==> config.mk <==
export PLATFORM = sky130hd
export DESIGN_NAME = irq_controller_flat
export DESIGN_NICKNAME = d
export VERILOG_FILES = /design/src/rtl/irq_pkg.sv /design/src/rtl/irq_controller_if.sv /design/src/rtl/irq_timer.sv /design/src/rtl/irq_controller.sv /design/src/flat_wrapper.sv
export SDC_FILE = /design/constraint.sdc
export NUM_CORES = 1
export LEC_CHECK = 0
export CAP_MARGIN = 0
export CELL_PAD_IN_SITES_DETAIL_PLACEMENT = 0
export CELL_PAD_IN_SITES_GLOBAL_PLACEMENT = 1
export CORE_MARGIN = 2
export CORE_UTILIZATION = 35
export CTS_BUF_LIST = sky130_fd_sc_hd__clkbuf_8
export DETAILED_ROUTE_END_ITERATION = 8
export PLACE_DENSITY = 0.64
export SLEW_MARGIN = 5
export SYNTH_ARGS = -nofsm -noshare
export SYNTH_HDL_FRONTEND = slang
export SYNTH_SLANG_ARGS = --single-unit
==> constraint.sdc <==
create_clock -name CLOCK -period 5.2 [get_ports CLOCK]
set_clock_uncertainty 0.2 [all_clocks]
set_input_delay 0.78 -clock CLOCK [delete_from_list [all_inputs] [get_ports CLOCK]]
set_output_delay 0.78 -clock CLOCK [all_outputs]
set_load 0.01 [all_outputs]
==> src/rtl/irq_pkg.sv <==
// Shared definitions for the interrupt controller: source indices, register
// offsets and the arbiter state encoding.
package irq_pkg;

  localparam int NSRC      = 3;
  localparam int SRC_KEYB  = 0;
  localparam int SRC_MOUSE = 1;
  localparam int SRC_TIMER = 2;

  localparam logic [2:0] REG_STAT = 3'd0;
  localparam logic [2:0] REG_MASK = 3'd1;
  localparam logic [2:0] REG_TLO  = 3'd2;
  localparam logic [2:0] REG_THI  = 3'd3;
  localparam logic [2:0] REG_CNT0 = 3'd4;

  typedef enum logic {
    ST_IDLE = 1'b0,
    ST_BUSY = 1'b1
  } arb_state_e;

  function automatic logic [NSRC-1:0] src_onehot(input logic [1:0] s);
    return 3'b001 << s;
  endfunction

endpackage

==> src/rtl/irq_controller_if.sv <==
// CPU memory-bus view of the interrupt controller register window.
interface irq_controller_if;
  logic [15:0] I_ADDR;
  logic [7:0]  I_DATA;
  logic        I_WREN;
  logic [7:0]  O_DATA;
  logic        O_SEL;

  modport master (output I_ADDR, output I_DATA, output I_WREN,
                  input  O_DATA, input  O_SEL);
  modport slave  (input  I_ADDR, input  I_DATA, input  I_WREN,
                  output O_DATA, output O_SEL);
endinterface

==> src/rtl/irq_timer.sv <==
// Programmable interval timer: prescaler, 16-bit reload and down-counter,
// emitting a one-cycle expiry strobe when a tick lands on count 1.
module irq_timer #(
  parameter int PRESCALE = 25000
) (
  input  logic        CLOCK,
  input  logic        RESET_N,
  input  logic        load_i,
  input  logic [15:0] load_val_i,
  output logic [15:0] reload_o,
  output logic        expire_o
);

  localparam int PW = (PRESCALE > 1) ? $clog2(PRESCALE) : 1;

  logic [PW-1:0] presc_q, presc_d;
  logic [15:0]   reload_q, reload_d;
  logic [15:0]   count_q, count_d;
  logic          tick;

  assign tick     = (presc_q == PW'(PRESCALE - 1));
  // A load on the same edge wins over any pending expiry.
  assign expire_o = tick && !load_i && (reload_q != 16'd0) && (count_q <= 16'd1);
  assign reload_o = reload_q;

  always_comb begin
    presc_d  = presc_q;
    reload_d = reload_q;
    count_d  = count_q;
    if (load_i) begin
      reload_d = load_val_i;
      count_d  = load_val_i;
      presc_d  = '0;
    end else begin
      presc_d = tick ? '0 : presc_q + 1'b1;
      if (tick && reload_q != 16'd0) begin
        count_d = (count_q <= 16'd1) ? reload_q : count_q - 16'd1;
      end
    end
  end

  always_ff @(posedge CLOCK or negedge RESET_N) begin
    if (!RESET_N) begin
      presc_q  <= '0;
      reload_q <= '0;
      count_q  <= '0;
    end else begin
      presc_q  <= presc_d;
      reload_q <= reload_d;
      count_q  <= count_d;
    end
  end

endmodule

==> src/rtl/irq_controller.sv <==
// Interrupt controller: per-source pending counters, fixed-priority arbiter
// delivering level toggles, and the memory-mapped register window.
module irq_controller
  import irq_pkg::*;
#(
  parameter logic [15:0] BASE     = 16'hFFF0,
  parameter int          PRESCALE = 25000,
  parameter int          PEND_W   = 4
) (
  input  logic              CLOCK,
  input  logic              RESET_N,
  irq_controller_if.slave   bus,
  input  logic              KEYB_REQ,
  input  logic              MOUSE_REQ,
  output logic              IRQ_KEYB,
  output logic              IRQ_MOUSE,
  output logic              IRQ_TIMER
);

  localparam logic [PEND_W-1:0] PEND_MAX = '1;

  logic              hit;
  logic [2:0]        offs;
  logic              wr_stat, wr_mask, wr_tlo, wr_thi;
  logic              timer_exp;
  logic [15:0]       reload;
  logic [NSRC-1:0]   req, grant, eligible, active, pend_nz;
  logic [PEND_W-1:0] pend [NSRC];
  logic [1:0]        pick;

  logic [NSRC-1:0]   mask_q, irq_q, irq_d;
  logic [7:0]        tlo_q;
  arb_state_e        state_q, state_d;
  logic [1:0]        src_q, src_d;
  logic [7:0]        rdata_q, rdata_d;
  logic              sel_q;

  assign hit     = (bus.I_ADDR[15:3] == BASE[15:3]);
  assign offs    = bus.I_ADDR[2:0];
  assign wr_stat = bus.I_WREN && hit && (offs == REG_STAT);
  assign wr_mask = bus.I_WREN && hit && (offs == REG_MASK);
  assign wr_tlo  = bus.I_WREN && hit && (offs == REG_TLO);
  assign wr_thi  = bus.I_WREN && hit && (offs == REG_THI);

  irq_timer #(.PRESCALE(PRESCALE)) u_timer (
    .CLOCK      (CLOCK),
    .RESET_N    (RESET_N),
    .load_i     (wr_thi),
    .load_val_i ({bus.I_DATA, tlo_q}),
    .reload_o   (reload),
    .expire_o   (timer_exp)
  );

  assign req[SRC_KEYB]  = KEYB_REQ;
  assign req[SRC_MOUSE] = MOUSE_REQ;
  assign req[SRC_TIMER] = timer_exp;

  // Counting ignores MASK; a request coinciding with delivery nets to zero.
  genvar gi;
  generate
    for (gi = 0; gi < NSRC; gi++) begin : g_pend
      logic [PEND_W-1:0] cnt_q, cnt_d;

      always_comb begin
        cnt_d = cnt_q;
        if (req[gi] && grant[gi]) begin
          cnt_d = cnt_q;
        end else if (req[gi] && cnt_q != PEND_MAX) begin
          cnt_d = cnt_q + 1'b1;
        end else if (grant[gi]) begin
          cnt_d = cnt_q - 1'b1;
        end
      end

      always_ff @(posedge CLOCK or negedge RESET_N) begin
        if (!RESET_N) cnt_q <= '0;
        else          cnt_q <= cnt_d;
      end

      assign pend[gi]    = cnt_q;
      assign pend_nz[gi] = |cnt_q;
    end
  endgenerate

  assign eligible = mask_q & pend_nz;
  assign active   = (state_q == ST_BUSY) ? src_onehot(src_q) : '0;

  always_comb begin
    pick = 2'd0;
    for (int i = NSRC - 1; i >= 0; i--) begin
      if (eligible[i]) pick = 2'(i);
    end
  end

  always_comb begin
    state_d = state_q;
    src_d   = src_q;
    grant   = '0;
    case (state_q)
      ST_IDLE: begin
        if (|eligible) begin
          state_d = ST_BUSY;
          src_d   = pick;
          grant   = src_onehot(pick);
        end
      end
      ST_BUSY: begin
        if (wr_stat && bus.I_DATA[src_q]) state_d = ST_IDLE;
      end
      default: state_d = ST_IDLE;
    endcase
    irq_d = irq_q ^ grant;
  end

  always_comb begin
    rdata_d = 8'h00;
    if (hit) begin
      case (offs)
        REG_STAT:         rdata_d = {1'b0, active, 1'b0, pend_nz};
        REG_MASK:         rdata_d = {5'b0, mask_q};
        REG_TLO:          rdata_d = tlo_q;
        REG_THI:          rdata_d = reload[15:8];
        REG_CNT0:         rdata_d = 8'(pend[0]);
        REG_CNT0 + 3'd1:  rdata_d = 8'(pend[1]);
        REG_CNT0 + 3'd2:  rdata_d = 8'(pend[2]);
        default:          rdata_d = 8'h00;
      endcase
    end
  end

  always_ff @(posedge CLOCK or negedge RESET_N) begin
    if (!RESET_N) begin
      state_q <= ST_IDLE;
      src_q   <= 2'd0;
      irq_q   <= '0;
      mask_q  <= '0;
      tlo_q   <= 8'h00;
      rdata_q <= 8'h00;
      sel_q   <= 1'b0;
    end else begin
      state_q <= state_d;
      src_q   <= src_d;
      irq_q   <= irq_d;
      rdata_q <= rdata_d;
      sel_q   <= hit;
      if (wr_mask) mask_q <= bus.I_DATA[2:0];
      if (wr_tlo)  tlo_q  <= bus.I_DATA;
    end
  end

  assign bus.O_DATA = rdata_q;
  assign bus.O_SEL  = sel_q;
  assign IRQ_KEYB   = irq_q[SRC_KEYB];
  assign IRQ_MOUSE  = irq_q[SRC_MOUSE];
  assign IRQ_TIMER  = irq_q[SRC_TIMER];

endmodule

==> src/flat_wrapper.sv <==
// flat-port wrapper written by rule: the top's interface ports become plain ports
module irq_controller_flat import irq_pkg::*;
#(
  parameter logic [15:0] BASE     = 16'hFFF0,
  parameter int          PRESCALE = 25000,
  parameter int          PEND_W   = 4
)
  (CLOCK, RESET_N, KEYB_REQ, MOUSE_REQ, IRQ_KEYB, IRQ_MOUSE, IRQ_TIMER, bus_I_ADDR, bus_I_DATA, bus_I_WREN, bus_O_DATA, bus_O_SEL);
  irq_controller_if bus_i ();
  input  logic CLOCK;
  input  logic RESET_N;
  input  logic KEYB_REQ;
  input  logic MOUSE_REQ;
  output logic IRQ_KEYB;
  output logic IRQ_MOUSE;
  output logic IRQ_TIMER;
  input wire logic [$bits(bus_i.I_ADDR)-1:0] bus_I_ADDR;
  input wire logic [$bits(bus_i.I_DATA)-1:0] bus_I_DATA;
  input wire logic [$bits(bus_i.I_WREN)-1:0] bus_I_WREN;
  output wire logic [$bits(bus_i.O_DATA)-1:0] bus_O_DATA;
  output wire logic [$bits(bus_i.O_SEL)-1:0] bus_O_SEL;
  assign bus_i.I_ADDR = bus_I_ADDR;
  assign bus_i.I_DATA = bus_I_DATA;
  assign bus_i.I_WREN = bus_I_WREN;
  assign bus_O_DATA = bus_i.O_DATA;
  assign bus_O_SEL = bus_i.O_SEL;
  irq_controller #(.BASE(BASE), .PRESCALE(PRESCALE), .PEND_W(PEND_W)) u_core (.CLOCK(CLOCK), .RESET_N(RESET_N), .bus(bus_i), .KEYB_REQ(KEYB_REQ), .MOUSE_REQ(MOUSE_REQ), .IRQ_KEYB(IRQ_KEYB), .IRQ_MOUSE(IRQ_MOUSE), .IRQ_TIMER(IRQ_TIMER));
endmodule
==> flow_summary.ini, run 1 <==
[setup_path]
ff2ff_path_depth = 11
worstPathRequired_ns = 5.30
cp-end-kind = flop
worstReg2RegEnd = u_core.g_pend[2].cnt_q[3]
critical_path_arrival_ns = 3.50
r2r_start = u_core.u_timer.reload_o[10]
path_class = input pin to flop
worstSetupStartpointType = input pin
crit_path_max_fanout = 8
reg2reg_slack_ns = 1.93

[drt]
drc = 0
drt-wirelength-per-cell_microns = 16.8
drt_pass1_iterations = 4
vias = 3704
drt_iter0_markers = 175
wirelength_microns = 11700
ant_nets = 0
via_per_inst = 5.31

[power_and_ir_drop]
p_leak_nw = 2.49
ir_drop_mv = 0.114
p_sw_w = 0.000423
power_frac_comb_pct = 16.3
p_per_area_nw_per_um2 = 272
pwr-share-clk_pct = 31.5
seq_power_share_pct = 52.2
p_int_w = 0.00106
switching_share_pct = 28.5

[final_layout]
final_layout_size_suffix_gt1_share_pct = 9.79
most-common-layout-cells = dfrtp_1, nand2_1, nor2_1
insertedDiodeCount = 0
final_common_cell = dfrtp_1
syn2layout_area_growth_pct = 15.9
fin_nets = 558

[timing]
period_share_pct = 65.4
worstMarginPinSlew_ns = 0.679
rsz0062_at_grt = no
fin_tns_setup_ns = 0
final.setup.worst_slack_ns = 1.80
relSlewSlack_pct = 54.4
slew_violations = 0
hold_viol = 0
max_freq_ghz = 0.294
setup_viol = 0
period_needed_ns = 3.40

[die]
die_x_microns = 120
core-area_sq_um = 13200
num_rows = 42
ios = 41
start_util_pct = 35.7
die-area_sq_um = 14400
fp.dieH_microns = 120

[placed_design]
dp_slack_ns = 1.44
gp_congestion = 0.776
dp_hpwl_microns = 8150
io_buffers = 40

[yosys]
synth.yosys.warnings = 0
synth_nets = 522
synth-main-ff-cell = dfrtp_1
synthesis.area_sq_um = 4710
netlist_instances = 481
yosysUniqueCellTypes = 67
ys_seq_area_share_pct = 45.1
async_flop_share_pct = 100
syn_avg_cell_area_sq_um = 9.80
synth_edf_count = 0
ys_seq_elements = 85

[global_routing]
grt_pass1_vias = 3688
grt_overflow_total = 0
grt_max_degree = 55
track_usage_pct = 17.5
grt_pass1_wl_microns = 19600
antenna_found_initial = 0

[cts]
clock_latency_ns = 0.37
cts_buffers = 9
post_cts_buffers = 0
cts_hold_buffers = 0
cts-resized-gates = 0
cts_tree = built
cts_root_buf = clkbuf_8
clkTransAtPathRegs_ns = 0.09
cts_sinks = 85
cts-htree-levels = 3
cts_buffer_depth = 2

[job]
max-cap-violations = 0

[run_status]
status = completed

[min_path]
min_path_type = input pin to asynchronous set/reset pin
[registers in the layout (all words and copies together), names as in the netlist, 3 cells and up]
register                 flops
u_core.u_timer.presc_q      15
u_core.g_pend.cnt_q         12
u_core.tlo_q                 8
u_core.irq_q                 3
u_core.u_timer.count_q      16
u_core.mask_q                3
u_core.u_timer.reload_o     16
u_core.bus.O_DATA            8
[cell type report]
| type | count | area, sq um |
|---|---|---|
| Tap cell | 176 | 220 |
| Clock buffer | 10 | 138 |
| Fill cell | 1303 | 7730 |
| Multi-Input combinational cell | 371 | 2470 |
| Sequential cell | 85 | 2130 |
| Clock inverter | 5 | 52.6 |
| Inverter | 6 | 22.5 |
| Timing Repair Buffer | 44 | 428 |
[per-layer routing]
metal	up-vias	GRT usage, %	part of all wire [%]
li1	1786	-	-
met1	1814	24.5	48
met2	85	26.6	44
met3	19	3.42	5.6
met4	0	7.13	2.1
met5	-	0	0
[worst max-delay path: stages]
cell             delay (ns)
clkdlybuf4s50_1        0.46
nand4b_1               0.12
nor4_2                 0.63
nand4_1                0.27
nand4b_4               0.20
ha_1                   0.24
a21o_1                 0.17
a21o_1                 0.18
nor2_1                 0.09
o31ai_1                0.11
o31a_1                 0.12
mux2i_1                0.12
[power groups by stage]
stage	registers, W	logic (W)	clock network (W)
2_1_floorplan	0.000768	0.000174	0
3_3_place_gp	0.000786	0.000235	0
3_5_place_dp	0.000787	0.000245	0
4_1_cts	0.000774	0.000246	0.000492
5_1_grt	0.000787	0.000278	0.000524
6_report	0.000776	0.000242	0.000468
[Yosys cell counts, drive strengths merged, types with 2 or more instances]
master   n  share of area (%)
inv      6               0.48
nand2   73                5.8
nor4bb   2               0.42
o41ai    3               0.56
or3      3               0.50
mux2    18                4.3
a22oi    5               0.80
a21o     5               0.80
nor2b    4               0.53
buf     10                1.2
nand3    8               0.85
o31ai    2               0.32
a211o    6                1.1
o22a     2               0.37
fa       3                1.3
mux2i   12                2.5
o211ai   2               0.32
a211oi   2               0.32
dfrtp   85                 45
nor4b    2               0.37
o221a    2               0.48
nor2    61                5.0
and2     2               0.27
xor2    14                2.6
a221oi   2               0.37
and3     9                1.2
nand4b   4                1.1
ha       9                2.4
nor4     7                1.3
nand3b   2               0.58
nor3b    2               0.32
a21oi   28                3.0
nor3    13                1.6
o21ai   12                1.3
xnor2   19                3.5
clkbuf   9               0.72
mux4     2               0.96
or4      3               0.56
nand4   10                1.3
nand2b   4               0.85
[how the worst max path moves through the flow]
stage	from	endpoint	slack, ns
after floorplan	bus_I_ADDR[3]	u_core.g_pend[2].cnt_q[3]	2.09
after global placement	bus_I_ADDR[3]	u_core.g_pend[2].cnt_q[3]	1.49
after detailed placement	bus_I_ADDR[4]	u_core.g_pend[2].cnt_q[3]	1.44
after CTS	bus_I_ADDR[4]	u_core.g_pend[2].cnt_q[3]	1.84
after global routing	bus_I_ADDR[4]	u_core.g_pend[2].cnt_q[3]	1.51
final	bus_I_ADDR[4]	u_core.g_pend[2].cnt_q[3]	1.80
[logic make-up after synthesis]
logic type / after synthesis / share of synthesized area, %
AOI/OAI and AO/OA: 82 / 11.7
buffers and inverters: 25 / 2.39
muxes: 32 / 7.80
xor gates and xnor gates: 33 / 6.13
adders and majority gates: 12 / 3.66
and+or+nand+nor: 212 / 23.2
DFF: 85 / 45.1
[stage by stage]
step	instance area [sq um]	total power, W	utilization [%]	hold WS [ns]	cells
after floorplan	4710	0.000942	-	0.248	481
after global placement	5270	0.00102	40.0	0.256	682
after detailed placement	5270	0.00103	40.0	0.261	682
after CTS	5460	0.00151	41.4	0.148	697
after global routing	5460	0.00159	41.4	0.165	697
final	5460	0.00149	41.4	0.153	697
Note: power is estimated with default switching activity, not from simulation.
==> run 2, diff against run 1 <==
PLACE_DENSITY = 0.67   (was 0.64)
clock period = 2.9 ns   (was 5.2 ns; I/O delays follow)
==> run 2 against run 1 <==
Compared with the run above: the flow now finishes with violations (setup timing); critical path depth down 1; non-clock buffer count up 41; global-route usage up 0.88 points; sequential share of layout area down 2.6 points; clock power up 84%; register-to-register slack worse by 2.0 ns.
==> flow_summary.ini, run 2 (synthesized netlist as in run 1, its figures left out) <==
[drt]
drt_pass1_iterations = 4
vias = 3819
wirelength_microns = 12500
drc = 0
via_per_inst = 5.17
drt_iter0_markers = 248
ant_nets = 0
drt-wirelength-per-cell_microns = 17.0

[final_layout]
syn2layout_area_growth_pct = 24.2
most-common-layout-cells = dfrtp_1, nand2_1, nor2_1
fillers = 1258
final_cells = 739
final_common_cell = dfrtp_1
insertedDiodeCount = 0
fin_nets = 599
fin_area_sq_um = 5860
final_layout_size_suffix_gt1_share_pct = 16.9

[cts]
cts-htree-levels = 3
cts_tree = built
clkTransAtPathRegs_ns = 0.09
cts_root_buf = clkbuf_8
cts_buffer_depth = 2
clock_latency_ns = 0.37
cts_sinks = 85
cts_buffers = 9

[setup_path]
ff2ff_path_depth = 11
worstReg2RegEnd = u_core.g_pend[2].cnt_q[3]
worstSetupStartpointType = flop
cp-end-kind = flop
path_class = flop to flop
critical_path_arrival_ns = 3.06
r2r_start = u_core.u_timer.count_q[14]
worstPathRequired_ns = 3.00
cp_common_cell = a21o_1
cpPeakStageDelay_ns = 0.55
startpoint = u_core.u_timer.count_q[14]
critical-path-slowest-cell = or4_4
crit_path_max_fanout = 2
reg2reg_slack_ns = -0.06
path_cells = or4_4 > or3_4 > nor2_4 > nand4b_4 > ha_4 > a21o_1 > a21o_1 > nor2_2 > o31ai_2 > o31a_1 > mux2i_1
endpoint = u_core.g_pend[2].cnt_q[3]

[power_and_ir_drop]
pwr-share-clk_pct = 31.5
seq_power_share_pct = 50.1
p_per_area_nw_per_um2 = 467
power_frac_comb_pct = 18.4
p_leak_nw = 2.71
switching_share_pct = 29.1
ir_drop_mv = 0.318
p_sw_w = 0.000797
p_int_w = 0.00194

[global_routing]
antenna_found_initial = 0
track_usage_pct = 18.4
grt_pass1_wl_microns = 20500
grt_pass1_vias = 3851
grt_overflow_total = 0
grt_max_degree = 42

[placed_design]
gp_congestion = 0.892
io_buffers = 40
dp_hpwl_microns = 9000
post_dp_cell_area_sq_um = 5580
placed_cells = 718

[run_status]
status = finished, violations left
violations = setup timing

[die]
start_util_pct = 35.7
core-area_sq_um = 13200
die_x_microns = 120
num_rows = 42
ios = 41
fp.dieH_microns = 120
die-area_sq_um = 14400

[timing]
rsz0062_at_grt = yes
hold_viol = 0
slew_violations = 0
period_share_pct = 102
worstMarginPinSlew_ns = 0.562
final.setup.worst_slack_ns = -0.0562
relSlewSlack_pct = 62.6
period_needed_ns = 2.96
max_freq_ghz = 0.338
setup_viol = 1

[job]
max-cap-violations = 0

[min_path]
min_path_type = flop to flop
-- run 2: cell count changes in the layout (fill, tap and decap cells not counted), sizes merged --
cell | before | now
buf | 5 | 45
clkinv | 3 | 0
clkinvlp | 0 | 2
dlygate4sd3 | 0 | 1
inv | 7 | 9
-- run 2: worst max-delay path: cells and delay by family, from the launching register on --
family / cells / cell delay [ns]
fa+ha+maj: 1 / 0.23
mux: 1 / 0.12
compound gates: 4 / 0.54
simple gates: 5 / 1.41
flops: 1 / 0.39
-- run 2: layer usage --
layer / part of all wire (%) / wire length [microns] / GRT usage, %
met1: 48 / 6040 / 25.2
met2: 46 / 5710 / 28.4
met3: 4.5 / 559 / 4.71
met4: 1.8 / 230 / 6.18
met5: 0 / 0 / 0
-- run 2: layout make-up --
cell class / count / area [sq um] / share of cell area [%]
clock inverter: 6 / 56.3 / 0.962
inverter: 6 / 22.5 / 0.385
clock buffer: 10 / 138 / 2.35
tap: 176 / 220 / 3.76
sequential: 85 / 2130 / 36.3
timing repair buffer: 85 / 783 / 13.4
multi-input combinational: 371 / 2510 / 42.8
-- run 2: how the worst min path moves through the flow --
stage	cells past startpoint	slack [ns]	from	end
after CTS	1	0.28	u_core.irq_q[1]	u_core.irq_q[1]
after global routing	1	0.29	u_core.irq_q[0]	u_core.irq_q[0]
after detailed placement	1	0.26	u_core.irq_q[1]	u_core.irq_q[1]
after floorplan	0	-0.06	RESET_N	u_core.bus.O_DATA[0]
final	1	0.27	u_core.irq_q[1]	u_core.irq_q[1]
after global placement	1	0.25	u_core.irq_q[1]	u_core.irq_q[1]
-- run 2: power by group through the flow --
stage	clock, W	sequential (W)	combinational, W
after detailed placement	0	0.00139	0.000501
after global routing	0.000947	0.00139	0.000569
after global placement	0	0.00139	0.000481
after floorplan	0	0.00138	0.000312
final	0.000863	0.00137	0.000503
after CTS	0.000898	0.00137	0.000507
-- run 2: timing repair --
action	in CTS	in global routing
gates resized for setup	0	7
hold buffers	1	0
setup buffers	1	3
endpoints found under the setup margin	1	2
pin swaps	2	5
endpoints found under the hold margin	39	0
-- run 2: per-stage QoR --
stage | setup TNS, ns | worst slack, ns | util [%] | power [W] | hold slack, ns
floorplan | 0 | 0.0376 | - | 0.00169 | -0.0606
global placement | -0.0819 | -0.0819 | 42.3 | 0.00187 | 0.255
detailed placement | -0.183 | -0.163 | 42.3 | 0.00189 | 0.260
CTS | -0.0368 | -0.0368 | 43.9 | 0.00277 | 0.276
global route | -0.210 | -0.153 | 44.4 | 0.00290 | 0.287
finish | -0.0562 | -0.0562 | 44.4 | 0.00274 | 0.274
==> run 3, diff against run 2 <==
CORE_ASPECT_RATIO = 1.5   (was default)
==> run 3 against run 2 <==
Compared with the run above: the flow still finishes with violations (setup timing); die area up 0.13%; first-iteration DRC count fell by 5.6%; worst setup slack got worse by 0.014 ns; register-to-register slack about the same; sequential power about the same; hold slack better by 0.0061 ns; utilization is 0.25 points lower; fmax is 0.48% lower; total power increased by 3.8%; combinational power fell by 12%; design area decreased by 1.4%.
==> flow_summary.ini, run 3 (synthesized netlist as in run 1, its figures left out) <==
[run_status]
status = finished, violations left
violations = setup timing

[placed_design]
dp_hpwl_microns = 9140
gp_congestion = 0.790
post_dp_cell_area_sq_um = 5490
io_buffers = 40
placed_cells = 693

[die]
core-area_sq_um = 13100
num_rows = 51
die-area_sq_um = 14400
ios = 41
start_util_pct = 36.0
die_x_microns = 98.8
fp.dieH_microns = 146

[drt]
drt_pass1_iterations = 4
via_per_inst = 5.36
wl_met2_microns = 6620
routedLengthMet1_microns = 5150
drt_iter0_markers = 234
drc = 0
ant_nets = 0
drt-wirelength-per-cell_microns = 17.3
wirelength_microns = 12300
vias = 3819
wl_met3_microns = 282
top_layer_used = met4

[setup_path]
cp-end-kind = flop
worstSetupStartpointType = flop
reg2reg_slack_ns = -0.07
path_class = flop to flop
critical_path_arrival_ns = 3.04
ff2ff_path_depth = 11
startpoint = u_core.u_timer.count_q[14]
worstPathRequired_ns = 2.97
crit_path_max_fanout = 2
endpoint = u_core.g_pend[2].cnt_q[3]
worstReg2RegEnd = u_core.g_pend[2].cnt_q[3]
r2r_start = u_core.u_timer.count_q[14]

[global_routing]
grt_max_degree = 47
grt_pass1_vias = 3999
antenna_found_initial = 0
track_usage_pct = 18.2
grt_overflow_total = 0
grt_pass1_wl_microns = 21000

[final_layout]
final_cells = 712
insertedDiodeCount = 0
final_common_cell = dfrtp_1
final_layout_size_suffix_gt1_share_pct = 15.6
utilization_pct = 44.1
most-common-layout-cells = dfrtp_1, nand2_1, nor2_1
fillers = 1290
syn2layout_area_growth_pct = 22.5
fin_area_sq_um = 5770
fin_nets = 589

[cts]
cts_root_buf = clkbuf_8
cts_buffer_depth = 2
cts_tree = built
cts_sinks = 85
cts-htree-levels = 3
cts_buffers = 9
clock_latency_ns = 0.35
clkTransAtPathRegs_ns = 0.08

[timing]
setup_viol = 1
final.setup.worst_slack_ns = -0.0703
hold_viol = 0
rsz0062_at_grt = yes
period_needed_ns = 2.97
worstMarginPinSlew_ns = 0.614
period_share_pct = 102
max_freq_ghz = 0.337
relSlewSlack_pct = 59.1
slew_violations = 0

[power_and_ir_drop]
p_total_w = 0.00284
p_per_area_nw_per_um2 = 492
ir_drop_mv = 0.379
p_leak_nw = 2.67

[min_path]
min_path_type = flop to flop

[job]
max-cap-violations = 0
-- run 3: per-layer routing --
layer  global-route usage, %  up-vias
met5                       0        -
met4                    6.92        0
met3                    2.78       14
met2                    32.2       57
met1                    22.0     1901
li1                        -     1847
-- run 3: worst min-delay path by stage --
stage               cells after the start              endpoint            start
finish                                  1       u_core.irq_q[0]  u_core.irq_q[0]
global placement                        1       u_core.irq_q[0]  u_core.irq_q[0]
detailed placement                      1       u_core.irq_q[0]  u_core.irq_q[0]
global route                            1       u_core.irq_q[2]  u_core.irq_q[2]
CTS                                     1       u_core.irq_q[0]  u_core.irq_q[0]
floorplan                               0  u_core.bus.O_DATA[0]          RESET_N
-- run 3: power by group --
part / internal, W / switching, W / leakage (nW) / total [W]
registers: 0.00126 / 0.000133 / 1.10 / 0.00139
logic: 0.000243 / 0.000201 / 1.45 / 0.000444
clock network: 0.000579 / 0.000424 / 0.126 / 0.00100
-- run 3: layout make-up --
class | count | area (sq um) | share of cell area, %
multi-input combinational | 371 | 2490 | 43.2
sequential | 85 | 2130 | 36.8
timing repair buffer | 75 | 688 | 11.9
tap | 159 | 199 | 3.45
clock buffer | 13 | 179 | 3.10
clock inverter | 3 | 65.1 | 1.13
inverter | 6 | 22.5 | 0.390
-- run 3: metrics by stage --
stage	setup WS, ns	hold WS [ns]	TNS [ns]
floorplan	0.0376	-0.0606	0
global placement	-0.115	0.258	-0.115
detailed placement	-0.193	0.271	-0.288
CTS	-0.0344	0.286	-0.0344
global route	-0.180	0.305	-0.180
finish	-0.0703	0.280	-0.0703
-- run 3: worst max-delay path, cell delays in order, from the launching register on --
cell and delay [ns]:
dfrtp_1 0.38, or4_4 0.54, or3_4 0.36, nor2_4 0.18, nand4b_4 0.11, ha_1 0.27
a21o_1 0.17, a21o_1 0.18, nor2_2 0.13, o31ai_2 0.10, o31a_1 0.12, mux2i_1 0.13
-- run 3: timing repair --
action,4_1_cts,5_1_grt
resized for setup,0,4
endpoints found under the setup margin,1,2
hold buffers,1,0
cloned,0,0
buffers inserted,0,2
endpoints found under the hold margin,44,0
pin swaps,0,3
